==> src/rtl/cpu_pkg.sv <==
// Shared CPU definitions: datapath widths,
// the NOP encoding and the loader FSM states.
package cpu_pkg;

  localparam int INSTR_W_DEF = 18;
  localparam int ADDR_W_DEF  = 16;

  // Widest instruction the loader can assemble
  localparam int INSTR_W_MAX = 24;

  // NOP is the all-zero instruction word
  localparam logic [INSTR_W_MAX-1:0] NOP_WORD = '0;

  typedef enum logic [1:0] {
    IDLE,
    LOAD,
    DONE
  } ld_state_e;

endpackage

==> src/rtl/progmem_array.sv <==
// Single-port instruction store with a
// registered read port and synchronous write.
module progmem_array #(
  parameter int W     = 18,
  parameter int DEPTH = 64,
  parameter int AW    = 6
) (
  input  logic          i_clk,
  input  logic          i_we,
  input  logic          i_re,
  input  logic [AW-1:0] i_addr,
  input  logic [W-1:0]  i_wdata,
  output logic [W-1:0]  o_rdata
);

  logic [W-1:0] mem [DEPTH];
  logic [W-1:0] rdata_q;

  // Contents survive reset; read data holds
  // between reads
  always_ff @(posedge i_clk) begin
    if (i_we) begin
      mem[i_addr] <= i_wdata;
    end
    if (i_re) begin
      rdata_q <= mem[i_addr];
    end
  end

  assign o_rdata = rdata_q;

endmodule

==> src/rtl/progmem_loader.sv <==
// Writable program memory: one-cycle fetch port
// plus a big-endian 3-byte-per-word loader.
module progmem_loader
  import cpu_pkg::*;
#(
  parameter int INSTR_W = INSTR_W_DEF,
  parameter int ADDR_W  = ADDR_W_DEF,
  parameter int DEPTH   = 64,
  parameter int CNT_W   = $clog2(DEPTH + 1)
) (
  input  logic               i_clk,
  input  logic               i_rst,
  input  logic               i_fetch_valid,
  input  logic [ADDR_W-1:0]  i_addr,
  output logic [INSTR_W-1:0] o_instr,
  output logic               o_instr_valid,
  output logic               o_addr_err,
  input  logic               i_load_start,
  input  logic [CNT_W-1:0]   i_load_len,
  input  logic               i_load_valid,
  input  logic [7:0]         i_load_byte,
  output logic               o_load_ready,
  output logic               o_busy,
  output logic               o_load_done,
  output logic               o_load_err
);

  localparam int AW   = (DEPTH > 1) ? $clog2(DEPTH) : 1;
  localparam int HI_W = INSTR_W - 16;

  localparam logic [CNT_W-1:0]  DEPTH_C = CNT_W'(DEPTH);
  localparam logic [ADDR_W-1:0] DEPTH_A = ADDR_W'(DEPTH);

  ld_state_e        state_q, state_d;
  logic [CNT_W-1:0] ptr_q, ptr_d;
  logic [CNT_W-1:0] rem_q, rem_d;
  logic [1:0]       phase_q, phase_d;
  logic [HI_W-1:0]  hi_q, hi_d;
  logic [7:0]       mid_q, mid_d;
  logic             err_q, err_d;
  logic             valid_q, valid_d;
  logic             nop_q, nop_d;

  logic               busy;
  logic               fetch_acc;
  logic               in_rng;
  logic               mem_we;
  logic               mem_re;
  logic [AW-1:0]      mem_addr;
  logic [INSTR_W-1:0] mem_wdata;
  logic [INSTR_W-1:0] mem_rdata;

  assign busy      = (state_q != IDLE);
  assign fetch_acc = i_fetch_valid & ~busy;
  assign in_rng    = (i_addr < DEPTH_A);
  assign mem_re    = fetch_acc & in_rng;
  assign mem_addr  = busy ? ptr_q[AW-1:0]
                          : i_addr[AW-1:0];
  assign mem_wdata = {hi_q, mid_q, i_load_byte};

  // Loader FSM, byte assembly and fetch tracking
  always_comb begin
    state_d = state_q;
    ptr_d   = ptr_q;
    rem_d   = rem_q;
    phase_d = phase_q;
    hi_d    = hi_q;
    mid_d   = mid_q;
    err_d   = err_q;
    mem_we  = 1'b0;
    valid_d = fetch_acc;
    nop_d   = nop_q;
    if (fetch_acc) begin
      nop_d = ~in_rng;
    end
    unique case (state_q)
      IDLE: begin
        if (i_load_start) begin
          ptr_d   = '0;
          phase_d = '0;
          rem_d   = i_load_len;
          err_d   = (i_load_len > DEPTH_C);
          state_d = (i_load_len != '0) ? LOAD
                                       : DONE;
        end
      end
      LOAD: begin
        if (i_load_valid) begin
          unique case (phase_q)
            2'd0: begin
              hi_d    = i_load_byte[HI_W-1:0];
              phase_d = 2'd1;
            end
            2'd1: begin
              mid_d   = i_load_byte;
              phase_d = 2'd2;
            end
            default: begin
              phase_d = 2'd0;
              mem_we  = (ptr_q < DEPTH_C);
              ptr_d   = ptr_q + CNT_W'(1);
              rem_d   = rem_q - CNT_W'(1);
              if (rem_q == CNT_W'(1)) begin
                state_d = DONE;
              end
            end
          endcase
        end
      end
      DONE: begin
        state_d = IDLE;
      end
      default: begin
        state_d = IDLE;
      end
    endcase
  end

  // State registers; memory is untouched by reset
  always_ff @(posedge i_clk) begin
    if (i_rst) begin
      state_q <= IDLE;
      ptr_q   <= '0;
      rem_q   <= '0;
      phase_q <= '0;
      hi_q    <= '0;
      mid_q   <= '0;
      err_q   <= 1'b0;
      valid_q <= 1'b0;
      nop_q   <= 1'b1;
    end else begin
      state_q <= state_d;
      ptr_q   <= ptr_d;
      rem_q   <= rem_d;
      phase_q <= phase_d;
      hi_q    <= hi_d;
      mid_q   <= mid_d;
      err_q   <= err_d;
      valid_q <= valid_d;
      nop_q   <= nop_d;
    end
  end

  progmem_array #(
    .W     (INSTR_W),
    .DEPTH (DEPTH),
    .AW    (AW)
  ) u_array (
    .i_clk   (i_clk),
    .i_we    (mem_we),
    .i_re    (mem_re),
    .i_addr  (mem_addr),
    .i_wdata (mem_wdata),
    .o_rdata (mem_rdata)
  );

  assign o_instr       = nop_q ? NOP_WORD[INSTR_W-1:0]
                               : mem_rdata;
  assign o_instr_valid = valid_q;
  assign o_addr_err    = valid_q & nop_q;
  assign o_load_ready  = (state_q == LOAD);
  assign o_busy        = busy;
  assign o_load_done   = (state_q == DONE);
  assign o_load_err    = err_q;

endmodule

==> config.mk <==
export PLATFORM = sky130hd
export DESIGN_NAME = progmem_loader
export DESIGN_NICKNAME = d
export VERILOG_FILES = /design/src/rtl/cpu_pkg.sv /design/src/rtl/progmem_array.sv /design/src/rtl/progmem_loader.sv
export SDC_FILE = /design/constraint.sdc
export NUM_CORES = 1
export LEC_CHECK = 0
export ABC_AREA = 1
export ABC_CLOCK_PERIOD_IN_PS = 6100
export BUFFER_PORTS_ARGS = -buffer_cell sky130_fd_sc_hd__buf_2
export CAP_MARGIN = 20
export CORE_MARGIN = 3
export CORE_UTILIZATION = 46
export DETAILED_ROUTE_END_ITERATION = 6
export GPL_ROUTABILITY_DRIVEN = 0
export HOLD_SLACK_MARGIN = 0.03
export PLACE_DENSITY = 0.64
export SLEW_MARGIN = 20
export SYNTH_ARGS = -nofsm -noshare
export SYNTH_HDL_FRONTEND = slang
export SYNTH_HIERARCHICAL = 1
export SYNTH_SLANG_ARGS = --single-unit
==> constraint.sdc <==
create_clock -name i_clk -period 6.1 [get_ports i_clk]
set_input_delay 0.305 -clock i_clk [delete_from_list [all_inputs] [get_ports i_clk]]
set_output_delay 0.305 -clock i_clk [all_outputs]
set_load 0.05 [all_outputs]
==> metrics <==
Seq/Total Area, Yosys=0.7029; fmax=240.5 MHz; RR Endpoint=u_array/mem[3][9]$_DFFE_PP_; clk_skew=0.02440 ns; Max-Cap Viols=0; TritonCTS Buffers=119; DRT Pass-1 Iters=5; vias in the first global route=32370; slowest cell on the critical path=nor2_2; routed vias=34800; Worst Min Path Start=i_addr[9]; DRC viols=0; total track usage=0.2345; placed inst area=0.05293 mm2; largest net degree at the start of global routing=204; starting density of the core=0.4654; WS Path Type=reg2reg; TritonCTS clock tree=built; Core ar.=between 0.1 and 0.15 mm2; Die W=338.5 um; Setup TNS=0 ns; Tot Pwr=between 15000 and 20000 uW; detailed-placement wirelength estimate=75.65 mm; Critical Path Start Type=register; worst-path cell chain=nor2_2, nand2_1, nand2_4, inv_8, nor2_2, nand3_1, buf_4, nor2_2; Syn Area/Cell=approximately 10 um2; fill cell count=9575; crit path DAT=approximately 4.5 ns; Final setup viols=0; Netlist cell types=33; Worst Hold Class=in2reg; post-route cell area=0.05687 mm2; number of synthesized flops with an enable pin=1170; Buffers & Inverters on Critical Path=2; die area=around 0.11 mm2; Max Root-Sink Buffers=3; Post-DRT Antenna Nets=0; Gate power share=0.110; fin crit share=0.6817; drt total wl=137.3 mm; clock root cell=clkbuf_16; Slew HR=0.2479; WP data required=between 6 and 7 ns; vias per cell=~5.2; Leak=between 0.02 and 0.025 uW; fin crit period=roughly 4.2 ns; sequential share of power=0.499; number of DRC markers in iteration 0=between 3000 and 4000; initial antenna violation count=4; reg-to-reg setup timing slack=around 1.9 ns; final hold slack=roughly 0.26 ns; Crit path top cell by count=nor2_2; remaining global-route overflow=0; peak supply drop=approximately 0.00024 V; RSZ-0062 raised after global routing=false; Area Overhead vs Synth=11.80%; clk slew on worst S/H paths=around 0.060 ns; Clk network pwr share=0.391; Int Power=between 10000 and 15000 uW; share of cells above drive strength 1=0.07818; asr flop ratio synth=0; delay-heaviest family, CP=simple AND/OR/NAND/NOR gates; flops & latches, synth=1201; CP peak stage delay=0.87 ns; Main synth FF type=edfxtp_1; max-slew violations=0; nets=approximately 5200; Crit Path Max Fanout=54; worst reg2reg path startpoint=state_q[1]$_SDFFE_PP0P_; Slew @ Worst Pin=1.127 ns; top cell type's share of synthesized area=0.6907; R2R depth=8; Post-Syn Instances=~5000; Synth warnings=6; Clock Sinks=~1200; Ports=60; Synth top cells by count=nand2_1 (3252), edfxtp_1 (1170), nor2_1 (178); Cell Area, Synth=between 0.05 and 0.06 mm2; largest area contributor in the netlist=edfxtp_1; IO Port Bufs=between 50 and 60; Clk Latency, worst-skew pair=0.71 ns; Sw Ratio=0.2566; wire length per cell=20.43 um; ranking of synthesized cells by area=edfxtp_1 (69%), nand2_1 (24%), nor2_1 (1.3%); first-pass GRT wire length=204.7 mm; Hold Path End=u_array/o_rdata[16]$_DFFE_PP_; most frequent cell after synthesis=nand2_1; CP Capture Type=register; H-tree levels=3; Final Hold Vio Count=0; Power Density=approximately 320 mW/mm2; Rows=121; status=finished, final reports clean; syn_nets=between 5000 and 6000; hold path cells=5; die span in y=around 340 um; P_sw=approximately 4700 uW
flip-flops by register name, indices dropped and copies added, names as in the netlist, 2 cells and up:
name,count
phase_q,2
mid_q,8
hi_q,2
u_array/o_rdata,18
ptr_q,7
state_q,2
rem_q,7
u_array/mem,1152
worst max path at each step:
| stage | to | cells after the start | slack [ns] | startpoint |
|---|---|---|---|---|
| 2_1_floorplan | u_array/mem[40][0]$_DFFE_PP_ | 9 | 2.03 | state_q[1]$_SDFFE_PP0P_ |
| 3_3_place_gp | u_array/mem[3][13]$_DFFE_PP_ | 7 | 2.03 | state_q[1]$_SDFFE_PP0P_ |
| 3_5_place_dp | u_array/mem[3][9]$_DFFE_PP_ | 7 | 1.94 | state_q[1]$_SDFFE_PP0P_ |
| 4_1_cts | u_array/mem[3][2]$_DFFE_PP_ | 7 | 1.91 | state_q[1]$_SDFFE_PP0P_ |
| 5_1_grt | u_array/mem[3][8]$_DFFE_PP_ | 8 | 1.75 | state_q[1]$_SDFFE_PP0P_ |
| 6_report | u_array/mem[3][9]$_DFFE_PP_ | 8 | 1.94 | state_q[1]$_SDFFE_PP0P_ |
layout by cell type (no fill, tap or decap), drive strengths merged:
cell type / netlist / final
nand2: 3255 / 3255
edfxtp: 1170 / 1170
nor2: 181 / 181
buf: 172 / 178
clkbuf: 71 / 148
inv: 80 / 84
clkinv: 1 / 52
o21ai: 34 / 34
dfxtp: 31 / 31
nand3: 27 / 27
a21oi: 18 / 18
dlygate4sd3: 0 / 15
nor3: 13 / 13
bufinv: 0 / 9
nand4: 7 / 7
or2: 6 / 6
o211ai: 5 / 5
clkinvlp: 0 / 5
ha: 3 / 3
diode: 0 / 2
nor4: 2 / 2
nand3b: 1 / 1
layout make-up:
type,instances,area [um2],area share
clock buffer,148,3129,0.05503
timing repair buffer,193,1438,0.02528
clock inverter,69,610.6,0.01074
inverter,81,321.6,0.005655
sequential,1201,35770,0.6290
multi-input combinational,3552,13750,0.2418
antenna,2,5.005,0.00008801
tap,1476,1847,0.03248
cell families (layout without fill, tap and decap cells):
| logic type | Yosys count | after routing | synth area share |
|---|---|---|---|
| AND/OR/NAND/NOR | 3492 | 3492 | 0.2613 |
| flip-flops | 1201 | 1201 | 0.7029 |
| buffers and inverters | 324 | 491 | 0.02922 |
| AO/OA/AOI/OAI | 57 | 57 | 0.005854 |
| adder cells (fa/ha/maj) | 3 | 3 | 0.0007380 |
| other | 0 | 2 | 0 |
what timing repair did:
item | 4_1_cts | 5_1_grt
hold endpoints to repair | 19 | 0
setup buffers | 0 | 0
gates resized for setup | 0 | 0
hold buffers | 15 | 0
layer usage:
layer	vias up	track usage	routed length [um]	share of wire
li1	16510	-	-	-
met1	16610	0.3302	57680	0.42
met2	1435	0.3707	63100	0.46
met3	232	0.04091	11840	0.086
met4	4	0.08000	4666	0.034
met5	-	0	27	0.00020
per-stage QoR:
step / instances / setup WS, ns / util
6_report: 6722 / 1.941 / 0.5202
5_1_grt: 6720 / 1.753 / 0.5202
4_1_cts: 6719 / 1.906 / 0.5198
3_5_place_dp: 6487 / 1.938 / 0.4843
3_3_place_gp: 6486 / 2.026 / 0.4841
2_1_floorplan: 5077 / 2.031 / -
power by group through the flow:
stage | combinational (uW) | sequential, uW | clock [uW]
2_1_floorplan | 1270 | 9250 | 0
3_3_place_gp | 1950 | 9230 | 0
3_5_place_dp | 1960 | 9230 | 0
4_1_cts | 1980 | 9060 | 7190
5_1_grt | 2180 | 9050 | 7520
6_report | 2000 | 9060 | 7080
tightest hold or removal path: cells and delay by family:
kind          cells  cell delay (ns)
simple gates      3             0.13
buf+inv           2             0.31
Note: power is estimated with default switching activity, not from simulation.
